## src/rtl/ram_store_align_pkg.sv

```systemverilog
// Shared types and constants for the RAM store-side alignment engine.
package ram_store_align_pkg;

  localparam int RAM_DATA_BYTES = 4;

  typedef enum logic [1:0] {
    RAM_SIZE_BYTE = 2'd0,
    RAM_SIZE_WORD = 2'd1,
    RAM_SIZE_LONG = 2'd2,
    RAM_SIZE_QUAD = 2'd3
  } ram_size_t;

  typedef enum logic [1:0] {
    RAM_ST_IDLE  = 2'd0,
    RAM_ST_BEAT0 = 2'd1,
    RAM_ST_BEAT1 = 2'd2
  } ram_align_state_t;

  function automatic int size_bytes(input ram_size_t s);
    return 1 << s;
  endfunction

endpackage

```

## src/rtl/ram_store_align_rotl.sv

```systemverilog
// Byte-granular rotate-left of a RAM word by a byte offset.
module byte_rotl #(
  parameter  int DATA_BYTES = 4,
  localparam int OFF_W      = $clog2(DATA_BYTES)
) (
  input  logic [8*DATA_BYTES-1:0] data_i,
  input  logic [OFF_W-1:0]        off_i,
  output logic [8*DATA_BYTES-1:0] data_o
);

  logic [16*DATA_BYTES-1:0] dbl;

  // Shifting a doubled word left and keeping the upper half is a rotate.
  assign dbl    = {data_i, data_i} << {off_i, 3'b000};
  assign data_o = dbl[16*DATA_BYTES-1:8*DATA_BYTES];

endmodule

```

## src/rtl/ram_store_align.sv

```systemverilog
// Store alignment engine: turns byte-addressed stores into RAM-word write
// beats, splitting accesses that straddle a word boundary into two beats.
module ram_store_align
  import ram_store_align_pkg::*;
#(
  parameter  int DATA_BYTES = RAM_DATA_BYTES,
  parameter  int ADDR_W     = 16,
  localparam int OFF_W      = $clog2(DATA_BYTES)
) (
  input  logic                    clk,
  input  logic                    rst,
  input  logic                    in_valid,
  output logic                    in_ready,
  input  logic [ADDR_W+OFF_W-1:0] in_addr,
  input  logic [1:0]              in_size,
  input  logic [8*DATA_BYTES-1:0] in_data,
  output logic                    out_valid,
  input  logic                    out_ready,
  output logic [ADDR_W-1:0]       out_addr,
  output logic [8*DATA_BYTES-1:0] out_data,
  output logic [DATA_BYTES-1:0]   out_be,
  output logic                    out_last,
  output logic                    out_err,
  output logic                    busy
);

  ram_align_state_t state_q, state_d;
  logic [ADDR_W-1:0]       addr_q, addr_d;
  logic [8*DATA_BYTES-1:0] data_q, data_d;
  logic [DATA_BYTES-1:0]   be_q, be_d;
  logic [DATA_BYTES-1:0]   be1_q, be1_d;
  logic                    last_q, last_d;
  logic                    err_q, err_d;

  int                      nb;
  logic                    illegal;
  logic [OFF_W-1:0]        off;
  logic [8*DATA_BYTES-1:0] data_masked;
  logic [8*DATA_BYTES-1:0] data_rot;
  logic [2*DATA_BYTES-1:0] req_mask;

  always_comb begin
    nb      = size_bytes(ram_size_t'(in_size));
    illegal = nb > DATA_BYTES;
    off     = in_addr[OFF_W-1:0];
    for (int i = 0; i < DATA_BYTES; i++) begin
      data_masked[8*i +: 8] = (i < nb) ? in_data[8*i +: 8] : 8'h00;
    end
    // Illegal sizes produce an empty mask, which also suppresses the split.
    for (int i = 0; i < 2*DATA_BYTES; i++) begin
      req_mask[i] = !illegal && (i >= int'(off)) && (i < int'(off) + nb);
    end
  end

  byte_rotl #(.DATA_BYTES(DATA_BYTES)) u_rotl (
    .data_i (data_masked),
    .off_i  (off),
    .data_o (data_rot)
  );

  always_comb begin
    // NOTE: every combinational output gets a default first so no path leaves it unassigned (no latch).
    state_d  = state_q;
    addr_d   = addr_q;
    data_d   = data_q;
    be_d     = be_q;
    be1_d    = be1_q;
    last_d   = last_q;
    err_d    = err_q;
    in_ready = 1'b0;

    unique case (state_q)
      RAM_ST_IDLE:  in_ready = 1'b1;
      RAM_ST_BEAT0: in_ready = out_ready && last_q;
      RAM_ST_BEAT1: in_ready = out_ready;
      default:      in_ready = 1'b0;
    endcase

    if (state_q == RAM_ST_BEAT0 && out_ready && !last_q) begin
      state_d = RAM_ST_BEAT1;
      addr_d  = addr_q + ADDR_W'(1);
      be_d    = be1_q;
      be1_d   = '0;
      last_d  = 1'b1;
      err_d   = 1'b0;
    end else if (in_ready && in_valid) begin
      state_d = RAM_ST_BEAT0;
      addr_d  = in_addr[ADDR_W+OFF_W-1:OFF_W];
      data_d  = data_rot;
      be_d    = req_mask[DATA_BYTES-1:0];
      be1_d   = req_mask[2*DATA_BYTES-1:DATA_BYTES];
      last_d  = req_mask[2*DATA_BYTES-1:DATA_BYTES] == '0;
      err_d   = illegal;
    end else if (state_q != RAM_ST_IDLE && out_ready) begin
      state_d = RAM_ST_IDLE;
    end
  end

  // NOTE: sequential state uses non-blocking assignments so all flops update together.
  always_ff @(posedge clk or posedge rst) begin
    if (rst) begin
      state_q <= RAM_ST_IDLE;
      addr_q  <= '0;
      data_q  <= '0;
      be_q    <= '0;
      be1_q   <= '0;
      last_q  <= 1'b0;
      err_q   <= 1'b0;
    end else begin
      state_q <= state_d;
      addr_q  <= addr_d;
      data_q  <= data_d;
      be_q    <= be_d;
      be1_q   <= be1_d;
      last_q  <= last_d;
      err_q   <= err_d;
    end
  end

  assign out_valid = state_q != RAM_ST_IDLE;
  assign busy      = state_q != RAM_ST_IDLE;
  assign out_addr  = addr_q;
  assign out_data  = data_q;
  assign out_be    = be_q;
  assign out_last  = last_q;
  assign out_err   = err_q;

endmodule

```

## config.mk

```make
export PLATFORM = sky130hd
export DESIGN_NAME = ram_store_align
export DESIGN_NICKNAME = d
export VERILOG_FILES = /design/src/rtl/ram_store_align_pkg.sv /design/src/rtl/ram_store_align_rotl.sv /design/src/rtl/ram_store_align.sv
export SDC_FILE = /design/constraint.sdc
export NUM_CORES = 1
export LEC_CHECK = 0
export CAP_MARGIN = 20
export CORE_UTILIZATION = 52
export CTS_CLUSTER_DIAMETER = 80
export DETAILED_ROUTE_END_ITERATION = 8
export PLACE_DENSITY = 0.91
export SYNTH_ARGS = -nofsm -noshare
export SYNTH_HDL_FRONTEND = slang
export SYNTH_HIERARCHICAL = 1
export SYNTH_SLANG_ARGS = --single-unit
```

## constraint.sdc

```tcl
create_clock -name clk -period 2.76 [get_ports clk]
set_input_delay 0.552 -clock clk [delete_from_list [all_inputs] [get_ports clk]]
set_output_delay 0.552 -clock clk [all_outputs]
set_load 0.05 [all_outputs]
```

==> flow_metrics.py <==
metrics = {
    "cts": {
        "cts_root_buffer": "clkbuf_8",
        "cts_resized": 0,
        "cts.path.max_buffers": 2,
        "numCtsBuffers": 9,
        "h-tree-depth": 3,
        "clk_pin_slew_worst_paths_ps": 70,
        "cts_tree": "built",
        "cts_num_sinks": 60,
        "clk_latency_ps": 330,
        "cts_hold_buf": 0,
        "cts_setup_buffers": 0,
    },
    "global_route": {
        "antenna_found_initial": 0,
        "grt_pass1_wl_um": 16500,
        "grt_max_degree": 41,
        "grt_pass1_vias": 3437,
        "track_usage_pct": 28.5,
        "grt.overflow.total": 0,
    },
    "timing": {
        "setup_tns_ps": 0,
        "setup_viol": 0,
        "hold_viol": 0,
        "max-slew-margin-rel_pct": 53.4,
        "clock_skew_ps": 6.03,
        "drv_slew": 0,
        "rsz0062_at_grt": "no",
        "fin_crit_sh_pct": 85.7,
        "tightest_slew_ps": 694,
        "finalWorstSetupSlack_ps": 396,
        "fmax_mhz": 423,
        "layout_min_cycle_time_ps": 2360,
    },
    "floorplanning": {
        "io-pin-count": 113,
        "die_y_um": 88.0,
        "fp.coreArea_um2": 6980,
        "dieWidth_um": 88.0,
        "initial_core_util_pct": 55.1,
        "rows": 30,
        "die_area_um2": 7740,
    },
    "final_layout": {
        "final_cells": 592,
        "area_growth_syn_to_layout_pct": 36.3,
        "fill_cells": 486,
        "layout-drive-gt1-share_pct": 14.3,
        "multiInputGateArea_um2": 2110,
        "num_antenna_cells": 0,
        "regArea_um2": 1500,
        "nNetsFinal": 550,
    },
    "route": {
        "routed-via-count": 3482,
        "top_layer": "met4",
        "drt-pass1-iter-count": 4,
        "route.met2.wl_um": 5320,
        "drt-met1-wl_um": 4090,
        "drc": 0,
        "dr_wl_met3_um": 723,
        "drt_wl_total_um": 10300,
        "ant_nets": 0,
        "drtIter0Drc": 295,
        "via_per_inst": 5.88,
        "wire_per_inst_um": 17.4,
    },
    "worst_setup_path": {
        "crit_required_ps": 2980,
        "worst_setup_path_end_kind": "flop",
        "start_kind": "input pin",
        "slowest_stage": "clkdlybuf4s50_1",
        "cp_data_arrival_time_ps": 2590,
        "crit_path_max_fanout": 3,
        "path_cells": "clkdlybuf4s50_1, nor2_1, ha_1, ha_1, a21o_1, a221o_1, and3_1, a211o_1",
        "cp_common_cell": "ha_1",
        "critPathMaxStageDelay_ps": 510,
        "critical_path_class": "input pin to flop",
    },
    "placement": {
        "io_buffers": 112,
        "gp_congestion": 0.885,
        "placed_cells": 576,
        "pre_cts_slack_ps": 66.3,
        "dp_hpwl_um": 7430,
    },
    "synth": {
        "synth_common_cells": "127 x nand2_1, 60 x dfrtp_1, 31 x mux4_2",
        "yosys_warnings": 6,
        "syn_nets": 447,
        "ys_types": 51,
        "seq_area_frac_synth_pct": 39.0,
        "synth_area_um2": 3840,
        "synth.most_common_cell": "nand2_1",
        "netlist_instances": 388,
        "synth-async-reset-ratio_pct": 100,
        "syn_area_per_cell_um2": 9.91,
        "synth.area.top_cells": "dfrtp_1 39%, mux4_2 18%, nand2_1 12%",
        "yosysTopAreaCell": "dfrtp_1",
        "synth_ff_type": "dfrtp_1",
        "netlist.area_leader.share_pct": 39.0,
        "synth_edf_count": 0,
        "synth-seq-cells": 60,
    },
    "power_and_ir_drop": {
        "p_leak_nw": 2.30,
        "switchingPower_mw": 2.97,
        "powerDensity_nw_per_um2": 1160,
        "p_seq_share_pct": 27.2,
        "swShare_pct": 49.1,
        "p_int_mw": 3.08,
        "clockPowerShare_pct": 15.3,
        "vdd_drop_max_mv": 0.691,
        "combPwrFrac_pct": 57.5,
    },
    "outcome": {
        "status": "finished, final reports clean",
    },
    "worst_hold_path": {
        "worstHoldPathType": "flop to flop",
    },
    "run": {
        "max_cap_violations": 0,
    },
}
sequential cells by signal (all words and copies together) (netlist names):
name	count
out_data	32
out_addr	16
be1_q	4
out_be	4
state_q	2
out_err	1
out_last	1
metrics by stage:
| stage | utilization, % | cell area (um^2) | hold slack, ps | power, mW |
|---|---|---|---|---|
| floorplan | - | 3840 | 439 | 3.89 |
| global placement | 71.7 | 5000 | 459 | 5.03 |
| detailed placement | 71.7 | 5000 | 461 | 5.11 |
| CTS | 75.0 | 5240 | 486 | 6.06 |
| global route | 75.0 | 5240 | 505 | 6.34 |
| finish | 75.0 | 5240 | 479 | 6.05 |
kinds of logic after synthesis:
group	count (synthesis)	synth area share [%]
compound gates	54	10.3
buf+inv	41	6.41
mux	32	18.8
fa+ha+maj	3	0.976
xor+xnor	3	0.683
simple gates	195	23.7
flops	60	39.0
layout make-up:
class,count,area share (%)
Clock buffer,12,3.15
Clock inverter,4,1.34
Inverter,5,0.358
Multi-Input combinational cell,287,40.3
Sequential cell,60,28.7
Tap cell,96,2.29
Timing Repair Buffer,128,23.9
path summary, 6_finish.rpt:
path                               from           end  slack [ps]  cells past startpoint
max                          in_size[1]      be1_q[0]         400                      8
min                        out_data[16]  out_data[16]         480                      2
max reg2reg                  state_q[1]      be1_q[2]         750                      5
min reg2reg                out_data[16]  out_data[16]         480                      2
max in group asynchronous           rst  out_data[27]        1550                      3
min in group asynchronous           rst   out_data[7]         510                      2
per-layer routing:
layer  up-vias  global-route usage (%)
li1       1595                       -
met1      1707                    37.2
met2       162                    47.5
met3        18                    5.09
met4         0                    10.9
met5         -                       0
placed cells by master, fill, tap and decap left out, types with 2 or more instances in the layout:
cell / synthesis / layout
a21oi_1: 5 / 4
o21ai_0: 3 / 3
a211oi_1: 4 / 4
dfrtp_1: 60 / 60
nand3b_1: 2 / 2
nor2_1: 6 / 6
a31oi_1: 3 / 3
bufinv_16: 0 / 2
inv_1: 5 / 4
a2bb2oi_1: 2 / 2
a32oi_1: 3 / 3
nand4_1: 3 / 3
nor2b_1: 11 / 11
clkbuf_8: 0 / 12
o31ai_1: 2 / 2
clkdlybuf4s50_1: 0 / 109
a211o_1: 2 / 2
a21o_1: 3 / 2
and2_1: 18 / 18
nand2b_1: 2 / 2
ha_1: 3 / 3
xnor2_1: 2 / 2
o22ai_1: 2 / 2
and3_1: 4 / 4
nand3_1: 10 / 10
o211ai_1: 9 / 9
buf_4: 3 / 15
buf_12: 2 / 2
nor3b_1: 2 / 2
o311ai_1: 6 / 6
mux4_2: 31 / 31
clkinv_2: 0 / 2
a221o_1: 2 / 2
nand2_1: 127 / 127
o21ai_1: 4 / 4
buf_2: 9 / 2
worst max-delay path, delay by kind of cell:
| kind | cells | cell delay (ps) |
|---|---|---|
| AO/OA/AOI/OAI | 3 | 730 |
| buffers and inverters | 1 | 510 |
| AND/OR/NAND/NOR | 2 | 290 |
| adder cells (fa/ha/maj) | 2 | 510 |
power groups by stage:
stage | combinational, mW | clock [mW] | sequential, mW
2_1_floorplan | 0.959 | 0 | 2.93
3_3_place_gp | 3.39 | 0 | 1.63
3_5_place_dp | 3.47 | 0 | 1.64
4_1_cts | 3.49 | 0.939 | 1.64
5_1_grt | 3.66 | 0.978 | 1.70
6_report | 3.48 | 0.929 | 1.65
(Power assumes the default switching activity.)
==> RTL edit, RTL diff (same settings) <==
`ADDR_W`: 16 -> 14.
--- a/src/rtl/ram_store_align.sv
+++ b/src/rtl/ram_store_align.sv
@@ -4,7 +4,7 @@
   import ram_store_align_pkg::*;
 #(
   parameter  int DATA_BYTES = RAM_DATA_BYTES,
-  parameter  int ADDR_W     = 16,
+  parameter  int ADDR_W     = 14,
   localparam int OFF_W      = $clog2(DATA_BYTES)
 ) (
   input  logic                    clk,
Ports: changed (resized in_addr and out_addr); port bits go from 113 to 109. No check against the original RTL was run, so the function may have changed too.
==> RTL edit against the original RTL <==
Synthesized area down 0.26%. Routed wire length down 4.0%. Core utilization down 1.5 points. Cell area down 2.5%. Worst setup slack worse by 0.077 ns. Total power down 4.5%. Critical path depth down 3. Sequential cell count down 2. Critical path type is now in2out. Largest power group unchanged. Highest routed layer unchanged.
==> RTL edit: results (changes against the original RTL) <==
Worst hold path
  • Tightest Hold Check Type: reg2reg (unchanged)
  • Worst Hold End: out_data[3] (was out_data[16])
  • Hold path startpoint: out_data[3] (was out_data[16])
  • Hold path depth: 2 (unchanged)

Global route
  • Pin count of the biggest net entering global routing: 59 (was 41)
  • Initial antenna violation count: 0 (unchanged)
  • Global-route usage over all layers: 26.5% (was 28.5%)
  • Number of global-route vias before repair: 3268 (was 3437)
  • First-pass GRT wire length: 15.7 mm (was 16.5 mm)

Clocking
  • CTS buffer count: 9 (unchanged)
  • Clock tree buffer depth: 2 (unchanged)
  • # Post-CTS Setup Buffers: 0 (unchanged)
  • Post_cts resized: 0 (unchanged)
  • Worst-path clk slew: about 0.06 ns
  • Number of H-tree levels: 3 (unchanged)
  • Root buffer cell: clkbuf_8 (unchanged)
  • Worst skew pair latency: ~0.32 ns

Finish
  • Layout cells sized above 1: 15.1% (was 14.3%)
  • Antenna cells: 0 (unchanged)
  • Layout filler cell count: 481 (was 486)
  • Nets: 542 (was 550)
  • Largest register FFs: 32 (unchanged)

Logic synthesis
  • Sequential-to-total area share from yosys stat: 37.8% (was 39.0%)
  • Synth top area cells: dfrtp_1 38%, mux4_2 18%, nand2_1 12% (was dfrtp_1 39%, mux4_2 18%, nand2_1 12%)
  • Commonest cells in the synthesized netlist: 120 x nand2_1, 58 x dfrtp_1, 31 x mux4_2 (was 127 x nand2_1, 60 x dfrtp_1, 31 x mux4_2)
  • Dominant synthesized flop cell: dfrtp_1 (unchanged)
  • Ys async rst share: 100% (unchanged)
  • Synth warn: 6 (unchanged)
  • Syn Nets: 447 (unchanged)
  • Post-synthesis cell type count: 59 (was 51)

Placement
  • RePlAce Congestion: 0.860 (was 0.885)
  • DP HPWL: 7.07 mm (was 7.43 mm)
  • PortBufs: 108 (was 112)

Power and ir drop
  • Maximum VDD drop: 0.496 mV (was 0.691 mV)
  • Lkg Pwr: 0.00221 uW (was 0.00230 uW)

Setup path
  • Critical Path End: in_ready (was be1_q[0])
  • Worst Reg-to-Reg Cells: 4 (was 5)
  • R2r endpoint: out_addr[9] (was be1_q[2])
  • Crit-path max FO: 6 (was 3)
  • FF-to-FF setup slack: 0.91 ns (was 0.75 ns)
  • Reg-to-Reg Start: out_addr[0] (was state_q[1])
  • Arrival @ worst endpoint: 1.89 ns (was 2.59 ns)
  • Worst setup path start: out_ready (was in_size[1])
  • CP Class: in2out (was in2reg)

Timing
  • Relative slew slack: 61.3% (was 53.4%)
  • Clock Skew: 0.00967 ns (was 0.00603 ns)
  • Final hold slack: 0.473 ns (was 0.479 ns)

Detailed routing
  • Iteration-0 DRC Markers: 198 (was 295)
  • Routed via count: 3512 (was 3482)
  • Drt first pass iters: 7 (was 4)
  • Routed WL per cell: 16.9 microns (was 17.4 microns)

Status
  • Outcome: complete, no violations (unchanged)
RTL edit: cell families after synthesis:
logic type / share of synthesized area (%)
adders and majority gates: 0.979
xor gates and xnor gates: 0.457
DFF: 37.8
muxes: 18.9
AOI/OAI and AO/OA: 10.9
buffers and inverters: 6.59
and+or+nand+nor: 24.3
RTL edit: metal layers:
layer	GRT usage, %	share of wire [%]	vias to the layer above
li1	-	-	1584
met1	34.7	40	1730
met2	44.3	51	175
met3	3.30	6.0	23
met4	11.9	2.6	0
met5	0	0	-
RTL edit: worst max-delay path: stages:
cell and delay [ns]:
clkdlybuf4s50_1 0.52, or2b_4 0.33, and2_1 0.17, a21o_1 0.15, buf_4 0.18
RTL edit: through the flow:
stage / worst slack [ns] / instances / cell area [sq um] / total power [uW]
after detailed placement: 0.0482 / 570 / 4910 / 5000
after floorplan: 0.0274 / 390 / 3830 / 3830
after global routing: 0.218 / 586 / 5110 / 6040
after global placement: 0.157 / 570 / 4910 / 4910
after CTS: 0.332 / 586 / 5110 / 5790
final: 0.319 / 586 / 5110 / 5780
RTL edit: cell type report:
type / count / share of cell area [%]
clock inverter: 2 / 0.686
tap: 96 / 2.35
clock buffer: 14 / 3.19
timing repair buffer: 121 / 23.3
inverter: 4 / 0.294
multi-input combinational: 291 / 41.7
sequential: 58 / 28.4
RTL edit: power by group:
group	internal [uW]	leakage (uW)	switching, uW
Combinational	1190	0.00137	2220
Clock	467	0.000101	326
Sequential	1250	0.000733	332
